$ cat src/rtl/gmii_rx_pkg.sv
// Shared constants for the GMII UDP video receiver: header byte offsets,
// packet type codes, protocol constants, captured-field struct, FSM encoding.
package gmii_rx_pkg;

   localparam int CNT_W = 16;

   // Frame byte offsets; offset 0 is the first preamble byte
   localparam logic [CNT_W-1:0] OFS_ETH_TYPE = 16'd20;
   localparam logic [CNT_W-1:0] OFS_IP_VER   = 16'd22;
   localparam logic [CNT_W-1:0] OFS_PROTO    = 16'd31;
   localparam logic [CNT_W-1:0] OFS_IPV4_DST = 16'd38;
   localparam logic [CNT_W-1:0] OFS_DST_PORT = 16'd44;
   localparam logic [CNT_W-1:0] OFS_UDP_LEN  = 16'd46;
   localparam logic [CNT_W-1:0] OFS_TYPE     = 16'd50;
   localparam logic [CNT_W-1:0] OFS_Y_LO     = 16'd51;
   localparam logic [CNT_W-1:0] OFS_YX       = 16'd52;

   // Packet type codes carried in the first UDP payload byte
   localparam logic [7:0] TYPE_VIDEO     = 8'h00;
   localparam logic [7:0] TYPE_AUDIO     = 8'h01;
   localparam logic [7:0] TYPE_VIDEO_AUX = 8'h02;

   // Header values a frame must carry to be considered
   localparam logic [15:0] ETH_TYPE_IPV4 = 16'h0800;
   localparam logic [7:0]  IP_VER_IHL    = 8'h45;
   localparam logic [7:0]  PROTO_UDP     = 8'h11;

   // UDP header (8) + type byte + two y/x bytes precede any aux/pixel data
   localparam logic [15:0] UDP_FIXED_BYTES = 16'd11;

   typedef struct packed {
      logic [15:0] eth_type;
      logic [7:0]  ip_ver;
      logic [7:0]  proto;
      logic [31:0] ipv4_dst;
      logic [15:0] dst_port;
      logic [15:0] udp_len;
   } hdr_fields_t;

   typedef enum logic [2:0] {
      IDLE  = 3'd0,
      HDR   = 3'd1,
      VIDEO = 3'd2,
      AUX   = 3'd3,
      DROP  = 3'd4
   } state_t;

   function automatic logic [15:0] sat_inc16(input logic [15:0] v);
      return (v == 16'hFFFF) ? v : v + 16'd1;
   endfunction

   // a - b, floored at zero
   function automatic logic [15:0] sub_floor(input logic [15:0] a, input logic [15:0] b);
      return (a > b) ? a - b : 16'd0;
   endfunction

endpackage

$ cat src/rtl/gmii_udp_hdr_filter.sv
// Captures the Ethernet/IPv4/UDP header fields from the byte stream and
// compares them against the selected channel's address and port.
module gmii_udp_hdr_filter
   import gmii_rx_pkg::*;
#(
   parameter logic [31:0] IPV4_DST_BASE = 32'hC0A8_0001,
   parameter logic [15:0] DST_PORT      = 16'd12345,
   parameter int          NUM_ID        = 2,
   parameter int          IDW           = 1
)(
   input  logic             clk,
   input  logic             rst,
   input  logic             rx_dv,
   input  logic [7:0]       rxd,
   input  logic [CNT_W-1:0] cnt,
   input  logic [IDW-1:0]   id,
   output logic             match,
   output hdr_fields_t      hdr
);

   logic id_ok;

   // Big-endian capture of each field at its fixed offset
   always_ff @(posedge clk or posedge rst) begin
      if (rst) begin
         hdr <= '0;
      end else if (rx_dv) begin
         case (cnt)
            OFS_ETH_TYPE:          hdr.eth_type[15:8]  <= rxd;
            OFS_ETH_TYPE + 16'd1:  hdr.eth_type[7:0]   <= rxd;
            OFS_IP_VER:            hdr.ip_ver          <= rxd;
            OFS_PROTO:             hdr.proto           <= rxd;
            OFS_IPV4_DST:          hdr.ipv4_dst[31:24] <= rxd;
            OFS_IPV4_DST + 16'd1:  hdr.ipv4_dst[23:16] <= rxd;
            OFS_IPV4_DST + 16'd2:  hdr.ipv4_dst[15:8]  <= rxd;
            OFS_IPV4_DST + 16'd3:  hdr.ipv4_dst[7:0]   <= rxd;
            OFS_DST_PORT:          hdr.dst_port[15:8]  <= rxd;
            OFS_DST_PORT + 16'd1:  hdr.dst_port[7:0]   <= rxd;
            OFS_UDP_LEN:           hdr.udp_len[15:8]   <= rxd;
            OFS_UDP_LEN + 16'd1:   hdr.udp_len[7:0]    <= rxd;
            default: ;
         endcase
      end
   end

   // id is compared live so the channel select is taken at the type byte
   assign id_ok = (int'(id) < NUM_ID);
   assign match = (hdr.eth_type == ETH_TYPE_IPV4) &&
                  (hdr.ip_ver   == IP_VER_IHL)    &&
                  (hdr.proto    == PROTO_UDP)     &&
                  id_ok                           &&
                  (hdr.ipv4_dst == IPV4_DST_BASE + 32'(id)) &&
                  (hdr.dst_port == DST_PORT);

endmodule

$ cat src/rtl/gmii2fifo_param.sv
// GMII receiver that filters UDP video/audio packets for one channel and
// emits assembled video words plus an aux byte stream.
// Strobes recv_en / aux_wr_en are single-cycle write enables with the data
// valid in the same cycle; there is no back-pressure.
module gmii2fifo_param
   import gmii_rx_pkg::*;
#(
   parameter logic [31:0] IPV4_DST_BASE = 32'hC0A8_0001,
   parameter logic [15:0] DST_PORT      = 16'd12345,
   parameter int          NUM_ID        = 2,
   parameter int          PIX_BYTES     = 2,
   parameter int          VID_BYTES     = 1200,
   parameter int          IDW           = (NUM_ID > 1) ? $clog2(NUM_ID) : 1
)(
   input  logic                       clk125,
   input  logic                       sys_rst,
   input  logic [IDW-1:0]             id,
   input  logic [7:0]                 rxd,
   input  logic                       rx_dv,
   output logic [16+8*PIX_BYTES-1:0]  datain,
   output logic                       recv_en,
   output logic                       packet_en,
   output logic [7:0]                 aux_data_in,
   output logic                       aux_wr_en,
   output logic                       pkt_drop,
   output logic [15:0]                pkt_cnt,
   output logic [15:0]                drop_cnt,
   output state_t                     fsm_state
);

   localparam int          PSR_W          = 8*PIX_BYTES - 8;
   localparam logic [15:0] VID_LAST       = 16'(VID_BYTES - 1);
   localparam logic [15:0] AUX_SKIP_VIDEO = UDP_FIXED_BYTES + 16'(VID_BYTES);
   localparam logic [1:0]  WORD_LAST      = 2'(PIX_BYTES - 1);

   logic [CNT_W-1:0] cnt;
   logic             armed;
   state_t           state;
   logic [7:0]       ptype;
   logic [11:0]      y;
   logic [3:0]       x;
   logic [PSR_W-1:0] pix_sr;
   logic [1:0]       byte_idx;
   logic [15:0]      pix_cnt;
   logic [15:0]      aux_rem;
   logic             hdr_match;
   hdr_fields_t      hdr;
   logic             unused_hdr;

   gmii_udp_hdr_filter #(
      .IPV4_DST_BASE (IPV4_DST_BASE),
      .DST_PORT      (DST_PORT),
      .NUM_ID        (NUM_ID),
      .IDW           (IDW)
   ) u_filter (
      .clk   (clk125),
      .rst   (sys_rst),
      .rx_dv (rx_dv),
      .rxd   (rxd),
      .cnt   (cnt),
      .id    (id),
      .match (hdr_match),
      .hdr   (hdr)
   );

   // Only udp_len is needed here; the rest feeds the match flag inside the filter
   assign unused_hdr = ^{hdr.eth_type, hdr.ip_ver, hdr.proto, hdr.ipv4_dst, hdr.dst_port};

   // Frame byte offset: zero between frames, saturates on very long frames
   always_ff @(posedge clk125 or posedge sys_rst) begin
      if (sys_rst)          cnt <= '0;
      else if (!rx_dv)      cnt <= '0;
      else if (cnt != '1)   cnt <= cnt + 1'b1;
   end

   // Receive FSM with registered strobes, word assembly and packet counters
   always_ff @(posedge clk125 or posedge sys_rst) begin
      if (sys_rst) begin
         state       <= IDLE;
         armed       <= 1'b0;
         ptype       <= '0;
         y           <= '0;
         x           <= '0;
         pix_sr      <= '0;
         byte_idx    <= '0;
         pix_cnt     <= '0;
         aux_rem     <= '0;
         datain      <= '0;
         recv_en     <= 1'b0;
         aux_data_in <= '0;
         aux_wr_en   <= 1'b0;
         pkt_drop    <= 1'b0;
         pkt_cnt     <= '0;
         drop_cnt    <= '0;
      end else begin
         recv_en   <= 1'b0;
         aux_wr_en <= 1'b0;
         pkt_drop  <= 1'b0;
         // After reset, wait for a gap so a half-received frame is not parsed
         if (!rx_dv) armed <= 1'b1;

         case (state)
            IDLE: begin
               byte_idx <= '0;
               pix_cnt  <= '0;
               if (rx_dv && armed && (cnt == '0)) state <= HDR;
            end

            HDR: begin
               if (!rx_dv) begin
                  state <= IDLE;
               end else if (cnt == OFS_TYPE) begin
                  ptype <= rxd;
                  if (!hdr_match) begin
                     state <= DROP;
                  end else begin
                     case (rxd)
                        TYPE_VIDEO, TYPE_VIDEO_AUX: begin
                           state   <= VIDEO;
                           pkt_cnt <= sat_inc16(pkt_cnt);
                           aux_rem <= sub_floor(hdr.udp_len, AUX_SKIP_VIDEO);
                        end
                        TYPE_AUDIO: begin
                           state   <= AUX;
                           pkt_cnt <= sat_inc16(pkt_cnt);
                           aux_rem <= sub_floor(hdr.udp_len, UDP_FIXED_BYTES);
                        end
                        default: state <= DROP;
                     endcase
                  end
               end
            end

            VIDEO: begin
               if (!rx_dv) begin
                  // Truncated: any partial word is simply abandoned
                  state    <= IDLE;
                  pkt_drop <= 1'b1;
                  drop_cnt <= sat_inc16(drop_cnt);
               end else if (cnt == OFS_Y_LO) begin
                  y[7:0] <= rxd;
               end else if (cnt == OFS_YX) begin
                  y[11:8] <= rxd[3:0];
                  x       <= rxd[7:4];
               end else begin
                  pix_sr  <= PSR_W'({pix_sr, rxd});
                  pix_cnt <= pix_cnt + 16'd1;
                  if (byte_idx == WORD_LAST) begin
                     byte_idx <= '0;
                     datain   <= {y, x, pix_sr, rxd};
                     recv_en  <= 1'b1;
                  end else begin
                     byte_idx <= byte_idx + 2'd1;
                  end
                  if (pix_cnt == VID_LAST)
                     state <= (ptype == TYPE_VIDEO_AUX) ? AUX : IDLE;
               end
            end

            AUX: begin
               if (!rx_dv) begin
                  state <= IDLE;
               end else if (aux_rem == '0) begin
                  state <= DROP;
               end else begin
                  aux_wr_en   <= 1'b1;
                  aux_data_in <= rxd;
                  aux_rem     <= aux_rem - 16'd1;
                  if (aux_rem == 16'd1) state <= DROP;
               end
            end

            DROP: begin
               if (!rx_dv) state <= IDLE;
            end

            default: state <= IDLE;
         endcase
      end
   end

   assign packet_en = (state == VIDEO);
   assign fsm_state = state;

endmodule
$ cat config.mk
export PLATFORM = sky130hd
export DESIGN_NAME = gmii2fifo_param
export DESIGN_NICKNAME = d
export VERILOG_FILES = /design/src/rtl/gmii_rx_pkg.sv /design/src/rtl/gmii_udp_hdr_filter.sv /design/src/rtl/gmii2fifo_param.sv
export SDC_FILE = /design/constraint.sdc
export NUM_CORES = 1
export LEC_CHECK = 0
export BUFFER_PORTS_ARGS = -buffer_cell sky130_fd_sc_hd__buf_2
export CORE_ASPECT_RATIO = 0.8
export CORE_UTILIZATION = 60
export DETAILED_ROUTE_END_ITERATION = 12
export GPL_TIMING_DRIVEN = 0
export PLACE_DENSITY = 0.87
export SLEW_MARGIN = 10
export SYNTH_ARGS = -nofsm -noshare
export SYNTH_HDL_FRONTEND = slang
export SYNTH_SLANG_ARGS = --single-unit
$ cat constraint.sdc
create_clock -name clk125 -period 10.66 [get_ports clk125]
set_input_delay 1.066 -clock clk125 [delete_from_list [all_inputs] [get_ports clk125]]
set_output_delay 1.066 -clock clk125 [all_outputs]
set_load 0.02 [all_outputs]
==> impl_metrics.json <==
{
  "ys_seq_area_frac": 0.528,
  "die_area_um2": 20900,
  "core_um2": 19900,
  "viasPerCell": 6.33,
  "fin_cells": 1475,
  "synthMuxAreaShare": 0.146,
  "drtAntennaViolNets": 0,
  "final_max_slew_viol_count": 0,
  "design_area_um2": 13800,
  "synthSimpleGateAreaFrac": 0.171,
  "wl_per_cell_um": 20.4,
  "p_seq_frac": 0.494,
  "synth_nets": 1101,
  "status": "finished clean",
  "cp-start-kind": "primary input",
  "io_buffers": 86,
  "slew-limit-headroom": 0.132,
  "dieHeight_um": 129,
  "arrival_ps": 3740,
  "h-tree-depth": 1,
  "p_clk_frac": 0.451,
  "drt-initial-drc-count": 887,
  "max_freq_mhz": 301,
  "area_growth_pct": 13.7,
  "die_w_um": 161,
  "setup_viol": 0,
  "r2r-end": "aux_rem[6]$_DFFE_PP0P_",
  "cts_tree": "built",
  "grt_max_degree": 123,
  "cts_resized": 0,
  "ios": 91,
  "p_leak_nw": 6.79,
  "min_to": "armed$_DFFE_PP0N_",
  "worst_pin_slew_ps": 1280,
  "first_global_vias": 9094,
  "synthXorXnorAreaFrac": 0.0410,
  "grt_setup_unrepaired": "no",
  "period_needed_ps": 3320,
  "rr_worst_depth": 6,
  "clock-root-buffer": "clkbuf_16",
  "whs_path_depth": 1,
  "total_power_mw": 2.01,
  "antenna_cells_inserted": 0,
  "synth-compound-area-share": 0.0754,
  "grt.total_usage": 0.293,
  "dp_cells": 1431,
  "clock_latency_ps": 550,
  "yosys_warnings": 0,
  "power_frac_comb": 0.055,
  "syn_area_um2": 12200,
  "vias": 9333,
  "p_int_mw": 1.53,
  "period_share": 0.312,
  "totalWireLength_um": 30000,
  "drc": 0,
  "p_sw_mw": 0.476,
  "p_per_area_nw_per_um2": 145,
  "cts_buffers": 26,
  "dpl_cell_area_um2": 13000,
  "vdd_ir_drop_max_v": 0.000128,
  "ys_types": 71,
  "clockBufferDepth": 3,
  "drive_gt1_frac": 0.256,
  "postLayoutCoreUtil": 0.697,
  "cts_setup_buffers": 0,
  "hold_viol": 0,
  "row_count": 46,
  "fill_cells": 1426,
  "gp_congestion": 0.940,
  "synthFlopType": "dfrtp_1",
  "synth-edff-count": 0,
  "synthAdderAreaFrac": 0.0103,
  "grt_pass1_wl_um": 48100,
  "end_kind": "flop",
  "cap_viol_max_count": 0,
  "power_switching_share": 0.237,
  "antenna_found_initial": 0,
  "synth_top_family_by_area": "simple AND/OR/NAND/NOR gates",
  "syn_inst": 1079,
  "clk_pin_slew_ps": 60,
  "syn_area_per_cell_um2": 11.3,
  "holdWs_ps": 476,
  "dpl.hpwl_um": 20300,
  "synth_seq_cells": 257,
  "start_util": 0.613,
  "ctsHoldBuffers": 0,
  "r2r_slack_ps": 7430,
  "cts_sinks": 257,
  "async_reset_ff_frac": 1.00,
  "path_max_fanout": 10,
  "fin_nets": 1217,
  "hold_class": "reg2reg",
  "grt_overflow_total": 0,
  "r2r-start": "u_filter.hdr[12]$_DFFE_PP0P_",
  "skew_ps": 15.6,
  "crit_required_ps": 11080,
  "first_pass_iters": 6,
  "path_class": "in2reg",
  "min_from": "armed$_DFFE_PP0N_"
}
==> layout make-up <==
| cell class | count | area [µm²] | share of cell area |
|---|---|---|---|
| sequential | 257 | 6430 | 0.465 |
| multi-input combinational | 744 | 5400 | 0.390 |
| clock buffer | 32 | 703 | 0.0508 |
| timing repair buffer | 88 | 485 | 0.0351 |
| tap | 264 | 330 | 0.0239 |
| buffer | 60 | 274 | 0.0198 |
| clock inverter | 12 | 144 | 0.0104 |
| inverter | 18 | 75.1 | 0.00542 |
==> flip-flops by register name (all words and copies together) (netlist names), 8 cells and up <==
name and count:
datain 32, aux_rem 16, drop_cnt 16, u_filter.hdr 96
ptype 8, aux_data_in 8, y 12, pix_sr 8
cnt 16, pix_cnt 16, pkt_cnt 16
==> through the flow <==
stage	setup WS, ps	TNS [ps]
2_1_floorplan	2520	0
3_3_place_gp	-57.3	-10250
3_5_place_dp	6890	0
4_1_cts	7390	0
5_1_grt	7170	0
6_report	7340	0
==> synthesized netlist by cell type (15+ instances only) <==
cell type  number  area, µm²
nor2_1         71        267
mux2_2        153       1720
nor3_1         20        100
a21oi_1        35        175
nor4_1         29        181
nand4_1        34        213
nor4b_1        17        149
xnor2_1        36        315
dfrtp_1       257       6430
and3_1         15       93.8
inv_1          16       60.1
o21ai_0        33        165
xor2_1         21        184
nand2_1        95        357
clkbuf_1       44        165
nand3_1        34        170
==> how the worst max path moves through the flow <==
stage | startpoint | cells past startpoint | slack (ps) | to
6_report | rx_dv | 6 | 7340 | u_filter.hdr[41]$_DFFE_PP0P_
3_5_place_dp | rx_dv | 8 | 6890 | fsm_state[1]$_DFFE_PP0P_
3_3_place_gp | sys_rst | 2 | -60 | drop_cnt[7]$_DFFE_PP0P_
4_1_cts | rx_dv | 8 | 7390 | fsm_state[1]$_DFFE_PP0P_
2_1_floorplan | sys_rst | 1 | 2520 | armed$_DFFE_PP0N_
5_1_grt | rx_dv | 8 | 7170 | fsm_state[1]$_DFFE_PP0P_
==> metal layers <==
| layer | global-route usage | part of all wire |
|---|---|---|
| met1 | 0.404 | 0.43 |
| met2 | 0.479 | 0.48 |
| met3 | 0.0490 | 0.066 |
| met4 | 0.0949 | 0.027 |
| met5 | 0 | 0 |
==> critical path, stage by stage <==
cell      delay [ps]
buf_2             90
clkbuf_1         460
clkinv_1         400
nor3_1           700
nand4b_1         570
mux2_2           450
==> cell families (layout without fill, tap and decap cells) <==
family | count (synthesis) | after routing
multiplexers | 159 | 159
flip-flops | 257 | 257
adder cells (fa/ha/maj) | 10 | 10
AND/OR/NAND/NOR | 384 | 384
buffers and inverters | 78 | 210
AO/OA/AOI/OAI | 134 | 134
XOR/XNOR | 57 | 57
==> power groups by stage <==
stage          logic (mW)  registers [mW]  clock network (mW)
4_1_cts             0.111           0.991               0.914
3_3_place_gp        0.105            1.01                   0
2_1_floorplan      0.0707            1.01                   0
5_1_grt             0.122           0.992               0.950
6_report            0.111           0.991               0.904
3_5_place_dp        0.110            1.01                   0
==> cell usage in the layout (no fill, tap or decap), types with 17 or more instances in the layout <==
cell type | synthesis | final
nor4b_1 | 17 | 17
xor2_1 | 21 | 21
clkbuf_1 | 44 | 47
buf_2 | 6 | 92
dfrtp_1 | 257 | 257
xnor2_1 | 36 | 36
nand2_1 | 95 | 95
a21oi_1 | 35 | 35
nand3_1 | 34 | 34
nand4_1 | 34 | 34
o21ai_0 | 33 | 33
mux2_2 | 153 | 153
clkbuf_16 | 0 | 26
nor3_1 | 20 | 20
nor4_1 | 29 | 29
nor2_1 | 71 | 71
No activity file was read; power rests on OpenSTA's default activity.
